**src/rtl/lsu_rmw.sv**
```systemverilog
// Load/store unit driving a single-port word RAM (1-cycle read latency); sub-word stores use read-modify-write.
// Optional: define LSU_BOUNDS_CHECK_EN to flag addresses beyond the RAM as errors instead of wrapping.
module lsu_rmw #(
    parameter int WORD_ADDR_W = 15
) (
    input  logic                   clk,
    input  logic                   rst,
    input  logic                   req_valid,
    output logic                   req_ready,
    input  logic                   req_we,
    input  logic [2:0]             req_funct3,
    input  logic [31:0]            req_addr,
    input  logic [31:0]            req_wdata,
    output logic                   rsp_valid,
    output logic [31:0]            rsp_rdata,
    output logic                   rsp_err,
    output logic [WORD_ADDR_W-1:0] mem_addr,
    output logic                   mem_re,
    output logic                   mem_we,
    output logic [31:0]            mem_wdata,
    input  logic [31:0]            mem_rdata
);

    typedef enum logic [2:0] {IDLE, ERR, RD, RD_WAIT, WR} state_t;

    state_t                 state_q;
    logic                   we_q;
    logic [2:0]             f3_q;
    logic [1:0]             lane_q;
    logic [15:0]            wdata_q;
    logic                   ready_q;
    logic                   rsp_valid_q;
    logic                   rsp_err_q;
    logic                   mem_re_q;
    logic                   mem_we_q;
    logic [WORD_ADDR_W-1:0] mem_addr_q;
    logic [31:0]            mem_wdata_q;

    logic        accept;
    logic        illegal;
    logic        misaligned;
    logic        oob;
    logic        req_err;
    logic [7:0]  byte_sel;
    logic [15:0] half_sel;
    logic [31:0] load_d;
    logic [31:0] merged_d;

    assign accept = req_valid & ready_q;

    assign illegal    = (req_funct3 == 3'b011) || (req_funct3 == 3'b110) ||
                        (req_funct3 == 3'b111) || (req_funct3[2] && req_we);
    assign misaligned = ((req_funct3[1:0] == 2'b01) && req_addr[0]) ||
                        ((req_funct3[1:0] == 2'b10) && (req_addr[1:0] != 2'b00));

`ifdef LSU_BOUNDS_CHECK_EN
    assign oob = |req_addr[31:WORD_ADDR_W+2];
`else
    logic unused_addr_hi;
    assign unused_addr_hi = ^req_addr[31:WORD_ADDR_W+2];
    assign oob = 1'b0;
`endif

    assign req_err = illegal | misaligned | oob;

    always_comb begin
        byte_sel = 8'h00;
        unique case (lane_q)
            2'd0: byte_sel = mem_rdata[7:0];
            2'd1: byte_sel = mem_rdata[15:8];
            2'd2: byte_sel = mem_rdata[23:16];
            2'd3: byte_sel = mem_rdata[31:24];
        endcase
        half_sel = lane_q[1] ? mem_rdata[31:16] : mem_rdata[15:0];

        load_d = mem_rdata;
        case (f3_q)
            3'b000:  load_d = {{24{byte_sel[7]}}, byte_sel};
            3'b100:  load_d = {24'h0, byte_sel};
            3'b001:  load_d = {{16{half_sel[15]}}, half_sel};
            3'b101:  load_d = {16'h0, half_sel};
            default: load_d = mem_rdata;
        endcase

        merged_d = mem_rdata;
        if (f3_q[0]) begin
            if (lane_q[1]) merged_d[31:16] = wdata_q;
            else           merged_d[15:0]  = wdata_q;
        end else begin
            unique case (lane_q)
                2'd0: merged_d[7:0]   = wdata_q[7:0];
                2'd1: merged_d[15:8]  = wdata_q[7:0];
                2'd2: merged_d[23:16] = wdata_q[7:0];
                2'd3: merged_d[31:24] = wdata_q[7:0];
            endcase
        end
    end

    always_ff @(posedge clk or posedge rst) begin
        if (rst) begin
            state_q     <= IDLE;
            we_q        <= 1'b0;
            f3_q        <= '0;
            lane_q      <= '0;
            wdata_q     <= '0;
            ready_q     <= 1'b1;
            rsp_valid_q <= 1'b0;
            rsp_err_q   <= 1'b0;
            mem_re_q    <= 1'b0;
            mem_we_q    <= 1'b0;
            mem_addr_q  <= '0;
            mem_wdata_q <= '0;
        end else begin
            rsp_valid_q <= 1'b0;
            rsp_err_q   <= 1'b0;
            mem_re_q    <= 1'b0;
            mem_we_q    <= 1'b0;
            unique case (state_q)
                IDLE: begin
                    if (accept) begin
                        ready_q <= 1'b0;
                        we_q    <= req_we;
                        f3_q    <= req_funct3;
                        lane_q  <= req_addr[1:0];
                        wdata_q <= req_wdata[15:0];
                        if (req_err) begin
                            state_q     <= ERR;
                            rsp_valid_q <= 1'b1;
                            rsp_err_q   <= 1'b1;
                        end else if (req_we && req_funct3[1:0] == 2'b10) begin
                            state_q     <= WR;
                            mem_we_q    <= 1'b1;
                            mem_addr_q  <= req_addr[WORD_ADDR_W+1:2];
                            mem_wdata_q <= req_wdata;
                            rsp_valid_q <= 1'b1;
                        end else begin
                            state_q    <= RD;
                            mem_re_q   <= 1'b1;
                            mem_addr_q <= req_addr[WORD_ADDR_W+1:2];
                        end
                    end
                end
                RD: begin
                    // Load response is registered here so it lines up with mem_rdata in RD_WAIT.
                    state_q     <= RD_WAIT;
                    rsp_valid_q <= ~we_q;
                end
                RD_WAIT: begin
                    if (we_q) begin
                        state_q     <= WR;
                        mem_we_q    <= 1'b1;
                        mem_wdata_q <= merged_d;
                        rsp_valid_q <= 1'b1;
                    end else begin
                        state_q <= IDLE;
                        ready_q <= 1'b1;
                    end
                end
                default: begin
                    state_q <= IDLE;
                    ready_q <= 1'b1;
                end
            endcase
        end
    end

    assign req_ready = ready_q;
    assign rsp_valid = rsp_valid_q;
    assign rsp_err   = rsp_err_q;
    assign rsp_rdata = (state_q == RD_WAIT && !we_q) ? load_d : '0;
    assign mem_re    = mem_re_q;
    assign mem_we    = mem_we_q;
    assign mem_addr  = mem_addr_q;
    assign mem_wdata = mem_wdata_q;

endmodule

```
**config.mk**
```make
export PLATFORM = sky130hd
export DESIGN_NAME = lsu_rmw
export DESIGN_NICKNAME = d
export VERILOG_FILES = /design/src/rtl/lsu_rmw.sv
export SDC_FILE = /design/constraint.sdc
export NUM_CORES = 1
export LEC_CHECK = 0
export CAP_MARGIN = 0
export CORE_MARGIN = 4
export CORE_UTILIZATION = 48
export CTS_CLUSTER_SIZE = 16
export DETAILED_ROUTE_END_ITERATION = 7
export HOLD_SLACK_MARGIN = 0.06
export PLACE_DENSITY = 0.87
export SLEW_MARGIN = 40
export SYNTH_ARGS = -nofsm -noshare
export SYNTH_HDL_FRONTEND = slang
export SYNTH_SLANG_ARGS = --single-unit
```
**constraint.sdc**
```tcl
create_clock -name clk -period 3.6 [get_ports clk]
set_input_delay 0.72 -clock clk [delete_from_list [all_inputs] [get_ports clk]]
set_output_delay 0.72 -clock clk [all_outputs]
set_load 0.05 [all_outputs]
```
# Word level (Yosys, flattened, before mapping)
# Cells that the tools add are included.
# op_classes
eq_ne	18
reduce_logical	19
bitwise	5
n_mux	39
# op_table
cell	count
two-way mux 32 bit	6
case mux 32 bit (4 select lines)	1
case mux 32 bit (2 select lines)	1
two-way mux 16 bit	3
two-way mux 8 bit	4
case mux 8 bit (4 select lines)	1
two-way mux 1 bit	15
== test 3 bit (second input constant)	4
two-way mux 3 bit	4
inequality test 2 bit (second input constant)	5
== test 3 x 2 -> 1 bit (second input constant)	3
case mux 3 bit (3 select lines)	1
== test 2 bit (second input constant)	3
logical NOT 3 bit	2
case mux 1 bit (3 select lines)	2
AND reduction 3 bit	2
logical AND 1 bit	5
AND reduction 5 bit	1
== test 2 x 1 -> 1 bit (second input constant)	2
logical OR 1 bit	4
nonzero test 2 bit	2
== test 3 x 1 -> 1 bit (second input constant)	1
inverter 1 bit	3
logical NOT 2 bit	1
other kinds (5)	5
# word_totals
reg_bits	77
output_inout_bits	84
in_bits	103

# Longest topological paths before layout
# depth
depth_word	8
mapped_depth	7

# Least setup slack after synthesis
# No wires, ideal clock.
# synth_timing
path_kind	input -> output
from	input mem_rdata[31]
to	output rsp_rdata[21]
cell_stages	5
t_required_ns	2.880
arrival_time_ns	2.150
path_slack_ns	0.730
path_buffers	1
cell_sequence	mux2_2 a22oi_1 a21o_1 buf_2 a21oi_1
# synth_between
elab_chain_cells	3
# synth_lines
element	line_no	text
start: declaration	21	input logic [31:0] mem_rdata
case mux 8 bit (4 select lines) / two-way mux 16 bit (equally long branches)	68, 74	
case mux 32 bit (4 select lines) *	77	case (f3_q)
two-way mux 32 bit *	170	assign rsp_rdata = (state_q == RD_WAIT && !we_q) ? load_d : '0;
end: declaration	15	output logic [31:0] rsp_rdata,
# Mark *: on every way between the ends. The rest lies on a longest branch, timed or not.

# Final worst setup path
# layout_timing
from	register lane_q[0]
to	output rsp_rdata[0]
# layout_between
elab_chain_cells	4
# layout_lines
element	line_no	text
start: declaration	29	logic [1:0] lane_q;
start signal: assignment	124	lane_q <= req_addr[1:0];
== test 2 bit (tied with other cells)	68	unique case (lane_q)
case mux 8 bit (4 select lines) *	68	
case mux 32 bit (4 select lines) *	77	
two-way mux 32 bit *	170	
# Marks and branches as above.

==> out/metrics.csv <==
stage,metric,value,unit
run_status,result of the run,"complete, no violations",
clock_tree,hold_buf cts,0,
worst_setup_path,Worst Reg-to-Reg Cells,5,
cells_and_area,Layout Nets,736,
worst_setup_path,CP Class,reg -> out,
grt,largest net degree at the start of global routing,47,
sta,Clock Skew,0.0113,ns
sta,Final Setup Violations,0,
grt,GRT Util Overall,25.8,%
sta,actual slew at the worst max-slew pin,0.667,ns
floorplanning,DIE AREA,11600,sq um
floorplanning,die height,108,microns
floorplanning,Core Footprint,9730,sq um
route,WL/cell,20.0,microns
worst_hold_path,Cells on Worst Hold Path,1,
route,final wirelength,15400,microns
clock_tree,Root Driver,clkbuf_8,
synth,top area cells in the synthesized netlist,"dfrtp_1 40%, mux2_2 16%, o21ai_0 5.8%",
clock_tree,Longest Clk Path Bufs,2,
synth,Post-synth top flop,dfrtp_1,
cells_and_area,Inserted Diodes,0,
synth,"Async S/R FF share, synth",100,%
floorplanning,Initial Util,49.1,%
route,wl on met1,6150,microns
placement,port bufs,171,
power_and_ir_drop,Max rail drop VDD,0.000505,V
sta,period utilization,91.8,%
sta,Max Fclk,303,MHz
floorplanning,I/O pin count,187,
route,wire length on met3,1170,microns
clock_tree,H-tree depth,3,
route,total number of vias,4541,
placement,Detail Placement HPWL,11400,microns
synth,most frequent cell after synthesis,dfrtp_1,
grt,first-pass GRT wire length,23600,microns
synth,#FFs+latches synth,77,
route,WL met2,7590,microns
grt,total gr overflow,0,
worst_setup_path,CP Capture Type,output pin,
synth,Synth Cell Area,4780,sq um
synth,Synth top cells by count,"76 x dfrtp_1, 70 x mux2_2, 55 x o21ai_0",
sta,Final Hold Viols,0,
synth,library cells used by synthesis,43,
synth,Synth Net Count,585,
clock_tree,clock buffer count from CTS,9,
route,Remaining DRCs,0,
clock_tree,post-CTS sizing,0,
placement,placed cells,755,
worst_setup_path,CP Launch Type,flip-flop,
worst_setup_path,WP data required,2.88,ns
placement,Post-DP Area,6860,sq um
worst_hold_path,Hold Path Class,reg -> reg,
cells_and_area,share of cells above drive strength 1,23.4,%
synth,Syn Inst Count,482,
sta,fin crit period,3.30,ns
synth,yosys warns,0,
flow_run,Max Cap Viol,0,
grt,antenna violations before repair,0,
sta,WHS,0.507,ns
clock_tree,"Reg clk slew, reported paths",0.09,ns
worst_setup_path,crit path DAT,2.58,ns
synth,register area share after synthesis,40.4,%
placement,RePlAce Congestion,0.844,
worst_setup_path,"Max FO, Critical Path",23,
floorplanning,cell row count,36,
sta,TNS Setup,0,ns
floorplanning,Die X-Extent,108,microns
route,DRT iter0 DRCs,257,
power_and_ir_drop,P per Cell Area,811,nW/um^2
sta,unrepaired setup endpoints after global routing,no,
synth,"area leader, netlist",dfrtp_1,
cells_and_area,fillers,724,
route,DR pass1 iterations,5,
cells_and_area,cell area after layout,7050,sq um
sta,pins over their slew limit,0,
route,post-DR vias/cell,5.90,
power_and_ir_drop,Leak,2.97,nW
sta,slew margin rel.,55.4,%
clock_tree,CTS tree,yes,
route,max layer used,met4,
clock_tree,CTS Sinks,77,
synth,Post-synth EDFFs,0,
cells_and_area,area grow syn2layout,47.5,%
synth,Yosys top cell area share,39.8,%
clock_tree,Clock Latency Late Sink,0.35,ns
grt,number of global-route vias before repair,4480,
route,post-route ant nets,0,
clock_tree,post-CTS setup buffers,0,
synth,syn avg cell area,9.91,sq um
cells_and_area,final std cells w/o fill,770,
-- worst paths after layout --
check | startpoint | end | slack, ns
max in group asynchronous | rst | req_ready | 2.05
max reg2reg | lane_q[1] | mem_wdata[24] | 1.18
min | mem_wdata[25] | mem_wdata[25] | 0.51
max | lane_q[0] | rsp_rdata[0] | 0.30
min reg2reg | mem_wdata[25] | mem_wdata[25] | 0.51
min in group asynchronous | rst | mem_addr[5] | 0.79
-- cells by family (layout without fill, tap and decap cells) --
| family | Yosys count | after routing | synth area share, % |
|---|---|---|---|
| XOR/XNOR | 1 | 1 | 0.183 |
| flip-flops | 77 | 77 | 40.4 |
| multiplexers | 94 | 94 | 22.4 |
| AND/OR/NAND/NOR | 106 | 106 | 12.5 |
| buffers and inverters | 48 | 203 | 5.00 |
| AO/OA/AOI/OAI | 156 | 156 | 19.6 |
-- cell type report --
cell class,count,area [sq um],share of cell area [%]
tap,133,166,2.36
sequential,77,1930,27.4
clock inverter,6,65.1,0.923
clock buffer,9,124,1.76
inverter,3,13.8,0.195
timing repair buffer,185,2140,30.3
multi-input combinational,357,2610,37.1
-- cell usage in the layout (no fill, tap or decap), types with 14 or more instances in the layout --
| cell | netlist | final |
|---|---|---|
| a21oi_1 | 43 | 43 |
| a31oi_1 | 16 | 16 |
| buf_12 | 0 | 32 |
| buf_4 | 0 | 14 |
| clkdlybuf4s50_1 | 0 | 139 |
| dfrtp_1 | 76 | 75 |
| mux2_2 | 70 | 70 |
| mux2i_1 | 16 | 16 |
| nand2_1 | 19 | 19 |
| nand3_1 | 18 | 18 |
| nor2_1 | 23 | 23 |
| o21ai_0 | 55 | 55 |
-- where the power goes --
part	internal [mW]	switching, mW
registers	1.27	0.387
clock network	0.317	0.339
logic	1.37	2.04
-- per-layer routing --
metal / track usage [%] / vias up
met4: 9.11 / 0
li1: - / 2083
met3: 5.64 / 35
met1: 33.3 / 2196
met2: 42.7 / 227
met5: 0 / -
-- metrics by stage --
step	worst slack, ns	utilization [%]	total power [mW]
CTS	0.369	72.4	5.71
global placement	0.411	70.5	4.94
detailed placement	0.378	70.5	5.04
global route	0.164	72.4	6.00
finish	0.295	72.4	5.72
floorplan	0.730	-	3.93
-- sequential cells by signal, summed over array words and instances (netlist names) --
| signal | count |
|---|---|
| mem_wdata | 32 |
| wdata_q | 16 |
| mem_addr | 15 |
| f3_q | 3 |
| state_q | 3 |
| lane_q | 2 |
| mem_re | 1 |
| mem_we | 1 |
| req_ready | 1 |
| rsp_err | 1 |
| rsp_valid | 1 |
| we_q | 1 |
-- critical path, cell delays in order, from the launching register on --
cell	delay [ns]
dfrtp_1	0.78
nor2b_1	0.63
or3_1	0.19
o21ai_0	0.09
a21oi_1	0.34
buf_12	0.19
Power figures use the tool's default switching activity.
